`config.mk`:
```
export PLATFORM = sky130hd
export DESIGN_NAME = mavg_filter
export DESIGN_NICKNAME = d
export VERILOG_FILES = /design/src/rtl/mavg_filter.sv
export SDC_FILE = /design/constraint.sdc
export NUM_CORES = 1
export LEC_CHECK = 0
export BUFFER_PORTS_ARGS = -buffer_cell sky130_fd_sc_hd__buf_4
export CAP_MARGIN = 20
export CELL_PAD_IN_SITES_DETAIL_PLACEMENT = 0
export CELL_PAD_IN_SITES_GLOBAL_PLACEMENT = 1
export CORE_ASPECT_RATIO = 1.5
export CORE_UTILIZATION = 41
export DETAILED_ROUTE_END_ITERATION = 6
export PLACE_DENSITY_LB_ADDON = 0.1
export SYNTH_ARGS = -nofsm -noshare
export SYNTH_HDL_FRONTEND = slang
export SYNTH_SLANG_ARGS = --single-unit
export TNS_END_PERCENT = 5
```
`constraint.sdc`:
```
create_clock -name CLOCK_50 -period 3.6 [get_ports CLOCK_50]
set_clock_uncertainty 0.2 [all_clocks]
set_input_delay 0.54 -clock CLOCK_50 [delete_from_list [all_inputs] [get_ports CLOCK_50]]
set_output_delay 0.54 -clock CLOCK_50 [all_outputs]
set_load 0.02 [all_outputs]
```
`src/rtl/mavg_filter.sv`:
```
// rtl/mavg_filter.sv - streaming moving-average filter over the last 2^LOG2_N accepted samples
module mavg_filter #(
    parameter int DATA_W = 8,
    parameter int LOG2_N = 2,
    parameter int ROUND  = 0
) (
    input  logic              CLOCK_50,
    input  logic              rst,
    input  logic              in_valid,
    input  logic [DATA_W-1:0] x,
    output logic              out_valid,
    output logic [DATA_W-1:0] y,
    output logic              primed
);

    localparam int N     = 1 << LOG2_N;
    localparam int SUM_W = DATA_W + LOG2_N;
    localparam int CNT_W = LOG2_N + 1;
    localparam logic [SUM_W-1:0] RND = (ROUND != 0) ? SUM_W'(N / 2) : '0;

    logic [DATA_W-1:0] samples_q [N];
    logic [DATA_W-1:0] samples_d [N];
    logic [LOG2_N-1:0] ptr_q, ptr_d;
    logic [SUM_W-1:0]  sum_q, sum_d;
    logic [CNT_W-1:0]  fill_q, fill_d;
    logic [DATA_W-1:0] y_q, y_d;
    logic              out_valid_q, out_valid_d;
    logic              primed_q, primed_d;

    logic [SUM_W-1:0]  oldest;
    logic [SUM_W-1:0]  sum_next;
    logic [SUM_W-1:0]  sum_rnd;

    always_comb begin
        samples_d   = samples_q;
        ptr_d       = ptr_q;
        sum_d       = sum_q;
        fill_d      = fill_q;
        y_d         = y_q;
        primed_d    = primed_q;
        out_valid_d = in_valid;

        // Slots not yet written since reset contribute zero to the window.
        oldest   = primed_q ? SUM_W'(samples_q[ptr_q]) : '0;
        sum_next = sum_q + SUM_W'(x) - oldest;
        sum_rnd  = sum_next + RND;

        if (in_valid) begin
            samples_d[ptr_q] = x;
            ptr_d            = ptr_q + LOG2_N'(1);
            sum_d            = sum_next;
            y_d              = sum_rnd[SUM_W-1:LOG2_N];
            if (fill_q != CNT_W'(N)) begin
                fill_d = fill_q + CNT_W'(1);
            end
            primed_d = primed_q | (fill_d == CNT_W'(N));
        end
    end

    always_ff @(posedge CLOCK_50) begin
        if (rst) begin
            samples_q   <= '{default: '0};
            ptr_q       <= '0;
            sum_q       <= '0;
            fill_q      <= '0;
            y_q         <= '0;
            out_valid_q <= 1'b0;
            primed_q    <= 1'b0;
        end else begin
            samples_q   <= samples_d;
            ptr_q       <= ptr_d;
            sum_q       <= sum_d;
            fill_q      <= fill_d;
            y_q         <= y_d;
            out_valid_q <= out_valid_d;
            primed_q    <= primed_d;
        end
    end

    assign y         = y_q;
    assign out_valid = out_valid_q;
    assign primed    = primed_q;

endmodule
```
* Word level (Yosys, flattened, before mapping)
Index checks and enable logic that the tools add are counted.
** Word-level totals
- Memories kept :: 0
- Bits in latches :: 0
- Bits in writable memories :: 0
- Output and inout port bits :: 10
- Input bits :: 11
- Register bits :: 57
- Memory bits (read-only) :: 0
** Cells by class
- Add/sub/neg operators :: 4
- $mul :: 0
- Bitwise operators :: 2
- Order comparisons :: 2
- Equal/unequal tests :: 2
- Multiplexer cells :: 9
- Shift-type cells :: 0
- Reductions and logical operators :: 1
- Div/mod/pow operators :: 0
** Operator list (count)
- $bwmux 32 :: 1
- $mux 8 :: 4
- $bmux 8 s2 :: 1
- $demux 8 s2 :: 1
- $add 10x8->10 :: 1
- $sub 10x8->10 :: 1
- $mux 3 :: 2
- $add 3x1->3 const B :: 1
- $eq 3x3->1 const B :: 1
- $ge 3x3->1 const B :: 1
- $lt 3x1->1 const B :: 1
- $ne 3x3->1 const B :: 1
- $not 2->3 :: 1
- $add 2x1->2 const B :: 1
- $logic_and 1x1->1 :: 1
- $or 1x1->1 :: 1

* Logic depth before layout (Yosys ltp)
Gate-level depths: netlist (run 1).
- Depth after elaboration :: 6
- Depth in mapped cells :: 13
- Mapped depth without buffers :: 12

* Least setup slack after synthesis (run 1)
Ideal clock, no wire load.
- Path kind :: reg-to-reg
- Start point :: register ptr_q[0]
- End point :: register sum_q[8]
- Setup time :: 0.133 ns
- Arrival :: 3.051 ns
- Required time :: 3.267 ns
- Stages on the path, launching flop included :: 12
- Path slack :: 0.216 ns
- Period minus slack after synthesis :: 3.384 ns
- Cell sequence :: dfxtp_1 buf_2 mux4_2 and2_1 fa_1 inv_1 ha_1 nor2b_4 o31a_1 o41ai_4 mux2i_1 nor4_2
** On the way
- Cells in the longest elaborated chain, start to end :: 6
** RTL lines
- from (decl) :: RTL line 23 : logic [LOG2_N-1:0] ptr_q, ptr_d;
- from (signal assigned) :: RTL line 71 : ptr_q <= ptr_d;
- $not 2->3 (implied by the code) :: RTL line 44 : oldest = primed_q ? SUM_W'(samples_q[ptr_q]) : '0;
- $bmux 8 s2 :: RTL line 44
- $mux 8 (implied by the code) (2 in a row) :: RTL line 44
- $mux 8 :: RTL line 44
- $sub 10x8->10 :: RTL line 45 : sum_next = sum_q + SUM_W'(x) - oldest;
- to (signal assigned) :: RTL line 72 : sum_q <= sum_d;
- to (decl) :: RTL line 24 : logic [SUM_W-1:0] sum_q, sum_d;
No other way between the ends. The select of a mux whose other input is x is not followed.
A chain may end at the register's enable or synchronous reset.

* Worst setup path after layout (run 1)
- Start point :: register ptr_q[0]
- End point :: register sum_q[9]
The elaborated chain is that of the path after synthesis.

==> results of run 1 <==
==> path summary, 6_finish.rpt <==
check | from | to | slack, ps | cells after the start
worst max-delay path | ptr_q[0] | sum_q[9] | 130 | 11
worst min-delay path | samples_q[25] | samples_q[25] | 260 | 2
worst min register to register | samples_q[25] | samples_q[25] | 260 | 2
worst max register to register | ptr_q[0] | sum_q[9] | 130 | 11
==> worst register-to-register path: cells and delay by family, from the launching register on <==
| kind | cells | cell delay (ps) |
|---|---|---|
| mux | 2 | 870 |
| fa+ha+maj | 2 | 840 |
| simple gates | 4 | 600 |
| flops | 1 | 340 |
| compound gates | 1 | 330 |
| buf+inv | 2 | 260 |
==> per-layer routing <==
layer,routed length [um],GRT usage,vias to the layer above
li1,-,-,1166
met1,2911,0.2290,1051
met2,3280,0.3214,24
met3,94,0.02390,11
met4,125,0.07429,0
met5,0,0,-
==> metrics by stage <==
stage | cells | instance area, um2 | util | total power [mW] | hold slack [ps]
floorplan | 343 | 2917 | - | 1.235 | 233.1
global placement | 418 | 3063 | 0.4470 | 1.385 | 240.3
detailed placement | 418 | 3063 | 0.4470 | 1.385 | 246.7
CTS | 425 | 3167 | 0.4622 | 1.783 | 260.3
global route | 425 | 3167 | 0.4622 | 1.883 | 282.8
finish | 425 | 3167 | 0.4622 | 1.764 | 256.7
==> Yosys cell counts (4+ instances only) <==
| cell | number |
|---|---|
| nand4_1 | 4 |
| o21a_1 | 5 |
| ha_1 | 16 |
| fa_1 | 8 |
| dfxtp_1 | 49 |
| nor3b_1 | 4 |
| mux2i_1 | 10 |
| mux4_2 | 8 |
| clkbuf_1 | 14 |
| buf_4 | 8 |
| nor2_1 | 13 |
| inv_1 | 37 |
| a21oi_1 | 41 |
| nand3_1 | 36 |
| and2_1 | 7 |
| and3_1 | 4 |
| nand2_1 | 43 |
| xnor2_1 | 4 |
==> power by group through the flow <==
stage | registers [mW] | logic [mW] | clock network (mW)
6_report | 0.637 | 0.730 | 0.397
5_1_grt | 0.647 | 0.810 | 0.427
3_5_place_dp | 0.651 | 0.735 | 0
2_1_floorplan | 0.640 | 0.595 | 0
3_3_place_gp | 0.649 | 0.737 | 0
4_1_cts | 0.638 | 0.737 | 0.408
==> cell type report <==
class,instances,area (um2),area share
Multi-Input combinational cell,229,1658,0.5235
Sequential cell,49,980.9,0.3098
Timing Repair Buffer,25,187.7,0.05927
Inverter,37,138.9,0.04386
Tap cell,78,97.59,0.03082
Clock buffer,5,68.82,0.02173
Clock inverter,2,35.03,0.01106
==> sequential cells by signal, indices dropped and copies added (netlist names) <==
register / count
out_valid: 1
samples_q: 32
primed: 1
ptr_q: 2
sum_q: 10
fill_q: 3
==> cell families (layout without fill, tap and decap cells) <==
group | count (synthesis) | after routing | share of synthesized area
AOI/OAI and AO/OA | 62 | 62 | 0.1291
adders and majority gates | 24 | 24 | 0.1236
muxes | 19 | 19 | 0.09996
buffers and inverters | 65 | 69 | 0.09524
xor gates and xnor gates | 4 | 4 | 0.01201
and+or+nand+nor | 120 | 120 | 0.2038
DFF | 49 | 49 | 0.3363
==> repair_timing <==
action	CTS	global route
hold buffers	0	0
gates resized for setup	0	0
buffers inserted	0	0
setup endpoints to repair	0	1
==> results.sh, run 1 <==
export IMPL_outcome="finished, final reports clean"
export IMPL_synth_top_area_cell="dfxtp_1"
export IMPL_postRouteAntennaNets=0
export IMPL_async_flop_share=0
export IMPL_cp_max_fo=9
export IMPL_synth_main_ff_cell="dfxtp_1"
export IMPL_cap_violations=0
export IMPL_p_leak_nw=1.278
export IMPL_start_util=0.4257
export IMPL_grt_usage=0.1850
export IMPL_vias=2252
export IMPL_crit_buf_inv=2
export IMPL_synth_cells=343
export IMPL_slowest_stage="fa_1"
export IMPL_vdd_drop_max_uv=216.5
export IMPL_p_per_area_nw_per_um2=557.1
export IMPL_max_stage_delay_ps=530
export IMPL_nFillCells=693
export IMPL_drive_gt1_frac=0.1268
export IMPL_grt_pass1_wl_um=10860
export IMPL_cts_buffer_depth=2
export IMPL_drtIter0Drc=68
export IMPL_floorplan_rows=37
export IMPL_syn_nets=378
export IMPL_switching_share=0.3688
export IMPL_drt_total_wl_um=6411
export IMPL_slew_violations=0
export IMPL_synth_seq_cells=49
export IMPL_final_common_cell="dfxtp_1"
export IMPL_syn_avg_cell_area_um2=8.503
export IMPL_finalSetupViolations=0
export IMPL_final_setup_tns_ps=0
export IMPL_intPower_mw=1.114
export IMPL_hpwl_um=4728
export IMPL_die_w_um=70.87
export IMPL_comb_power_share=0.414
export IMPL_final_cell_mix="dfxtp_1, nand2_1, a21oi_1"
export IMPL_clkSinkCount=49
export IMPL_num_antenna_cells=0
export IMPL_tightest_slew_ps=602.7
export IMPL_fp_dieH_um=105.3
export IMPL_clkLatencyLatePin_ps=310
export IMPL_critical_path_top_delay_family="multiplexers"
export IMPL_fmax_mhz=288.2
export IMPL_fin_crit_sh=0.9640
export IMPL_setup_ws_ps=129.8
export IMPL_slew_headroom=0.5982
export IMPL_rsz0062_at_grt="false"
export IMPL_portBuffers=20
export IMPL_worst_setup_path_start_kind="register"
export IMPL_synth_top_cell_area_share=0.3363
export IMPL_seqPwrFrac=0.361
export IMPL_cp_end_kind="register"
export IMPL_fin_crit_ps=3470
export IMPL_dp_slack_ps=203.5
export IMPL_htreeDepth=2
export IMPL_cts_tree="done"
export IMPL_antenna_found_initial=0
export IMPL_grt_start_max_net_pins=55
export IMPL_ys_seq_area_frac=0.3363
export IMPL_yosysWarnings=0
export IMPL_cts_buffers_inserted=5
export IMPL_synth_area_um2=2917
export IMPL_worstPathArrival_ps=3520
export IMPL_die_area_um2=7462
export IMPL_nNetsFinal=382
export IMPL_drt_wirelength_per_cell_um=15.08
export IMPL_grt_pass1_vias=2236
export IMPL_yosys_cell_types_count=41
export IMPL_synth_edf_count=0
export IMPL_power_share_clock=0.225
export IMPL_dr_pass1_iters=6
export IMPL_path_cells="buf_4, mux4_2, and2_1, fa_1, inv_1, ha_1, a211oi_1, nor4b_1, nor2_1, mux2_1, nand3_1"
export IMPL_io_pins=21
export IMPL_area_growth_pct=8.580
export IMPL_place_congestion=0.7738
export IMPL_clockRootBuffer="clkbuf_8"
export IMPL_p_sw_mw=0.6506
export IMPL_hold_path_class="register to register"
export IMPL_viasPerCell=5.299
export IMPL_design_core_area_um2=6852
export IMPL_crit_type="register to register"
export IMPL_hold_violations=0
export IMPL_ys_top_cells_by_area="dfxtp_1, a21oi_1, ha_1"
export IMPL_required_ps=3650
export IMPL_drc=0
export IMPL_clkTransAtPathRegs_ps=90
export IMPL_grt_ovfl_total=0
Power figures use the tool's default switching activity.
==> run 2, diff against run 1 <==
--- a/config.mk
+++ b/config.mk
@@ -10,6 +10,7 @@
 export CELL_PAD_IN_SITES_DETAIL_PLACEMENT = 0
 export CELL_PAD_IN_SITES_GLOBAL_PLACEMENT = 1
 export CORE_ASPECT_RATIO = 1.5
+export CORE_MARGIN = 2
 export CORE_UTILIZATION = 41
 export DETAILED_ROUTE_END_ITERATION = 6
 export PLACE_DENSITY_LB_ADDON = 0.1
==> results.sh, run 2 (synthesis gave the netlist of run 1 again) <==
export IMPL_cts_buffers_inserted=5
export IMPL_floorplan_rows=37
export IMPL_setup_ws_ps=194.3
export IMPL_slowest_stage="mux4_2"
export IMPL_fp_dieH_um=107.3
export IMPL_portBuffers=20
export IMPL_cts_tree="done"
export IMPL_rsz0062_at_grt="false"
export IMPL_power_total_mw=1.786
export IMPL_p_per_area_nw_per_um2=563.5
export IMPL_reg_largest_list="samples_q (32), sum_q (10), fill_q (3)"
export IMPL_drt_total_wl_um=6444
export IMPL_r2r_setup_slack_ps=190
export IMPL_power_share_clock=0.231
export IMPL_seq_area_um2=983.4
export IMPL_worstPathArrival_ps=3420
export IMPL_intPower_mw=1.139
export IMPL_clkSinkCount=49
export IMPL_hold_violations=0
export IMPL_switching_share=0.3623
export IMPL_comb_power_share=0.409
export IMPL_drive_gt1_frac=0.1250
export IMPL_htreeDepth=2
export IMPL_placed_cells_incl_taps=414
export IMPL_nNetsFinal=378
export IMPL_vias=2295
export IMPL_io_pins=21
export IMPL_hpwl_um=4648
export IMPL_fin_crit_ps=3406
export IMPL_max_stage_delay_ps=480
export IMPL_num_antenna_cells=0
export IMPL_viasPerCell=5.438
export IMPL_grt_ovfl_total=0
export IMPL_outcome="finished, final reports clean"
export IMPL_dr_pass1_iters=4
export IMPL_post_cts_buffers=0
export IMPL_cp_max_fo=11
export IMPL_design_core_area_um2=6898
export IMPL_postRouteAntennaNets=0
export IMPL_hold_path_class="register to register"
export IMPL_final_setup_tns_ps=0
export IMPL_clkLatencyLatePin_ps=300
export IMPL_stdcell_count=422
export IMPL_fmax_mhz=293.6
export IMPL_antenna_found_initial=0
export IMPL_multi_input_area_um2=1663
export IMPL_grt_usage=0.1777
export IMPL_start_util=0.4228
export IMPL_nFillCells=708
export IMPL_path_cells="buf_12, mux4_2, and2_1, fa_1, inv_1, ha_1, nor2b_4, o31a_1, o41ai_4, mux2i_1, nor4_2"
export IMPL_clockRootBuffer="clkbuf_8"
export IMPL_final_common_cell="dfxtp_1"
export IMPL_dp_slack_ps=81.21
export IMPL_drc=0
export IMPL_regMostFlops="samples_q"
export IMPL_grt_pass1_vias=2218
export IMPL_place_congestion=0.8528
export IMPL_p_sw_mw=0.6471
export IMPL_die_area_um2=7818
export IMPL_fin_crit_sh=0.9460
export IMPL_grt_start_max_net_pins=67
export IMPL_drtIter0Drc=94
export IMPL_finalSetupViolations=0
export IMPL_slew_headroom=0.5388
export IMPL_cp_end_kind="register"
export IMPL_slew_violations=0
export IMPL_p_leak_nw=1.268
export IMPL_cap_violations=0
export IMPL_clkTransAtPathRegs_ps=90
export IMPL_tightest_slew_ps=691.8
export IMPL_worst_setup_path_start_kind="register"
export IMPL_vdd_drop_max_uv=243.7
export IMPL_cts_buffer_depth=2
export IMPL_final_cell_mix="dfxtp_1, nand2_1, a21oi_1"
export IMPL_drt_wirelength_per_cell_um=15.27
export IMPL_seqPwrFrac=0.360
export IMPL_die_w_um=72.87
export IMPL_largest_reg_flops=32
export IMPL_required_ps=3610
export IMPL_crit_type="register to register"
export IMPL_grt_pass1_wl_um=10910
export IMPL_area_growth_pct=8.666
## run 2: cell count changes in the layout (fill, tap and decap cells not counted), sizes merged
cell,change
buf,-4
clkbuf,+2
clkinv,-1
## run 2: area by class of cell
class | count | share of cell area
Multi-Input combinational cell | 229 | 0.5247
Sequential cell | 49 | 0.3103
Timing Repair Buffer | 21 | 0.05369
Inverter | 37 | 0.04382
Tap cell | 78 | 0.03079
Clock buffer | 7 | 0.02724
Clock inverter | 1 | 0.009475
## run 2: path summary, 6_finish.rpt
kind,depth (start not counted),start,endpoint
max,11,ptr_q[0],sum_q[8]
min,2,samples_q[21],samples_q[21]
max reg2reg,11,ptr_q[0],sum_q[8]
min reg2reg,2,samples_q[21],samples_q[21]
## run 2: timing repair
| item | in CTS | in global routing |
|---|---|---|
| endpoints found under the setup margin | 0 | 4 |
| hold buffers | 0 | 0 |
| gates resized for setup | 0 | 4 |
## run 2: routing by layer
metal,track usage,up-vias,part of all wire
li1,-,1157,-
met1,0.2291,1094,0.44
met2,0.3026,37,0.52
met3,0.02622,7,0.030
met4,0.05423,0,0.014
met5,0,-,0
## run 2: power by group through the flow
stage | registers, mW | logic [mW] | clock network [mW]
floorplan | 0.640 | 0.595 | 0
global placement | 0.655 | 0.727 | 0
detailed placement | 0.655 | 0.731 | 0
CTS | 0.643 | 0.734 | 0.430
global route | 0.650 | 0.826 | 0.445
finish | 0.642 | 0.730 | 0.413
## run 2: critical path, delay by kind of cell (launching register included)
kind	cells	cell delay, ps
adders and majority gates	2	810
DFF	1	370
buffers and inverters	2	190
and+or+nand+nor	3	570
AOI/OAI and AO/OA	2	570
muxes	2	620
## run 2: per-stage QoR
| stage | hold WS (ps) | util | instance area [um2] |
|---|---|---|---|
| finish | 258.8 | 0.4595 | 3169 |
| global route | 280.4 | 0.4595 | 3169 |
| CTS | 260.4 | 0.4584 | 3162 |
| detailed placement | 247.2 | 0.4415 | 3045 |
| global placement | 240.5 | 0.4415 | 3045 |
| floorplan | 233.1 | - | 2917 |
==> run 3, diff against run 2 <==
==> constraint.sdc (replaced) <==
create_clock -name CLOCK_50 -period 2.8 [get_ports CLOCK_50]
set_clock_uncertainty 0.2 [all_clocks]
set_input_delay 0.42 -clock CLOCK_50 [delete_from_list [all_inputs] [get_ports CLOCK_50]]
set_output_delay 0.42 -clock CLOCK_50 [all_outputs]
set_load 0.005 [all_outputs]
==> results.sh, run 3 (synthesis gave the netlist of run 1 again) <==
export IMPL_postRouteAntennaNets=0
export IMPL_place_congestion=0.8314
export IMPL_clockRootBuffer="clkbuf_8"
export IMPL_final_common_cell="buf_4"
export IMPL_fin_crit_ps=3237
export IMPL_stdcell_count=457
export IMPL_crit_type="register to register"
export IMPL_clkLatencyLatePin_ps=300
export IMPL_whs_path_depth=3
export IMPL_required_ps=2770
export IMPL_final_cell_mix="buf_4, dfxtp_1, nand2_1"
export IMPL_crit_buf_inv=3
export IMPL_worst_setup_path_start_kind="register"
export IMPL_placed_cells_incl_taps=444
export IMPL_slew_headroom=0.6093
export IMPL_setup_ws_ps=-436.6
export IMPL_nNetsFinal=413
export IMPL_max_stage_delay_ps=520
export IMPL_die_w_um=72.87
export IMPL_cp_max_fo=6
export IMPL_vias=2415
export IMPL_failed_checks="negative setup slack"
export IMPL_critical_path_top_delay_family="multiplexers"
export IMPL_drc=0
export IMPL_nFillCells=679
export IMPL_largest_reg_flops=32
export IMPL_worstRegToRegCells=11
export IMPL_whs_ps=217.4
export IMPL_dr_pass1_iters=4
export IMPL_io_pins=21
export IMPL_drt_wirelength_per_cell_um=15.04
export IMPL_grt_usage=0.1868
export IMPL_drt_total_wl_um=6873
export IMPL_floorplan_rows=37
export IMPL_power_total_mw=2.564
export IMPL_slew_violations=0
export IMPL_cts_buffers_inserted=5
export IMPL_cts_buffer_depth=2
export IMPL_fmax_mhz=309.0
export IMPL_grt_ovfl_total=0
export IMPL_die_area_um2=7818
export IMPL_htreeDepth=2
export IMPL_worstPathArrival_ps=3210
export IMPL_portBuffers=20
export IMPL_cp_end_kind="register"
export IMPL_dp_slack_ps=-576.8
export IMPL_path_cells="buf_6, mux4_2, and2_4, fa_1, inv_2, ha_4, buf_4, o31a_1, o41ai_4, mux2i_1, nor4_2"
export IMPL_hold_violations=0
export IMPL_cts_tree="done"
export IMPL_antenna_found_initial=0
export IMPL_fp_dieH_um=107.3
export IMPL_fin_crit_sh=1.156
export IMPL_hold_path_startpoint="x[6]"
export IMPL_p_per_area_nw_per_um2=715.2
export IMPL_area_growth_pct=22.91
export IMPL_outcome="finished, violations left"
export IMPL_r2r_setup_slack_ps=-440
export IMPL_start_util=0.4228
export IMPL_r2r_end="sum_q[8]"
export IMPL_viasPerCell=5.284
export IMPL_reg_largest_list="samples_q (32), sum_q (10), fill_q (3)"
export IMPL_num_antenna_cells=0
export IMPL_r2r_start="ptr_q[0]"
export IMPL_design_core_area_um2=6898
export IMPL_finalSetupViolations=8
export IMPL_grt_pass1_vias=2452
export IMPL_vdd_drop_max_uv=342.0
export IMPL_min_to="samples_q[22]"
export IMPL_grt_start_max_net_pins=54
export IMPL_tightest_slew_ps=586.1
export IMPL_clkSinkCount=49
export IMPL_cap_violations=0
export IMPL_clkTransAtPathRegs_ps=100
export IMPL_drive_gt1_frac=0.2691
export IMPL_drtIter0Drc=76
export IMPL_hold_path_class="input pin to register"
export IMPL_hpwl_um=4958
export IMPL_regMostFlops="samples_q"
export IMPL_rsz0062_at_grt="true"
export IMPL_p_leak_nw=1.460
export IMPL_slowest_stage="fa_1"
export IMPL_grt_pass1_wl_um=11540
-- run 3: changes by cell type in the layout (fill, tap and decap cells not counted), moves of 2 or more --
cell     delta
buf_4      +33
a21oi_2     +2
ha_1        -8
inv_1       -4
and2_1      -4
ha_4        +7
and2_4      +4
a21oi_1     -3
dfxtp_2     -2
buf_6       +2
inv_2       +4
-- run 3: what timing repair did --
item,4_1_cts,5_1_grt
endpoints found under the setup margin,8,8
hold buffers,0,0
pin swaps,15,4
buffers inserted,5,0
gates resized for setup,25,6
-- run 3: worst max path at each step --
stage	endpoint	slack [ps]	depth (start not counted)	start
4_1_cts	sum_q[8]	-510	11	ptr_q[0]
3_5_place_dp	sum_q[9]	-580	10	ptr_q[0]
6_report	sum_q[8]	-440	11	ptr_q[0]
3_3_place_gp	sum_q[7]	-520	10	ptr_q[0]
5_1_grt	sum_q[6]	-560	12	ptr_q[0]
2_1_floorplan	sum_q[8]	-390	11	ptr_q[0]
-- run 3: stage by stage --
| step | TNS, ps | util | area [um2] |
|---|---|---|---|
| final | -2172 | 0.5197 | 3585 |
| after global routing | -3207 | 0.5197 | 3585 |
| after CTS | -2454 | 0.5155 | 3556 |
| after detailed placement | -3682 | 0.4769 | 3289 |
| after global placement | -3315 | 0.4769 | 3289 |
| after floorplan | -1779 | - | 2947 |
-- run 3: layout make-up --
type	count	area, um2	area share
clock buffers	6	72.57	0.02024
clock inverters	2	38.79	0.01082
inverters	37	138.9	0.03874
multi-input cells	229	1812	0.5054
flip-flops and latches	49	984.7	0.2747
well taps	78	97.59	0.02723
repair buffers	56	440.4	0.1229
-- run 3: power by group --
part	internal [mW]	switching, mW
clock	0.269	0.253
sequential	0.768	0.0575
combinational	0.635	0.582
total	1.67	0.892
-- run 3: routing by layer --
layer,wire [um],track usage
met1,2976,0.2276
met2,3652,0.3351
met3,166,0.02528
met4,78,0.05556
met5,0,0
-- run 3: worst register-to-register path: cells and delay by family, from the launching register on --
family,cells,cell delay (ps)
AOI/OAI and AO/OA,2,540
adders and majority gates,2,700
buffers and inverters,3,300
DFF,1,410
muxes,2,740
and+or+nand+nor,2,220
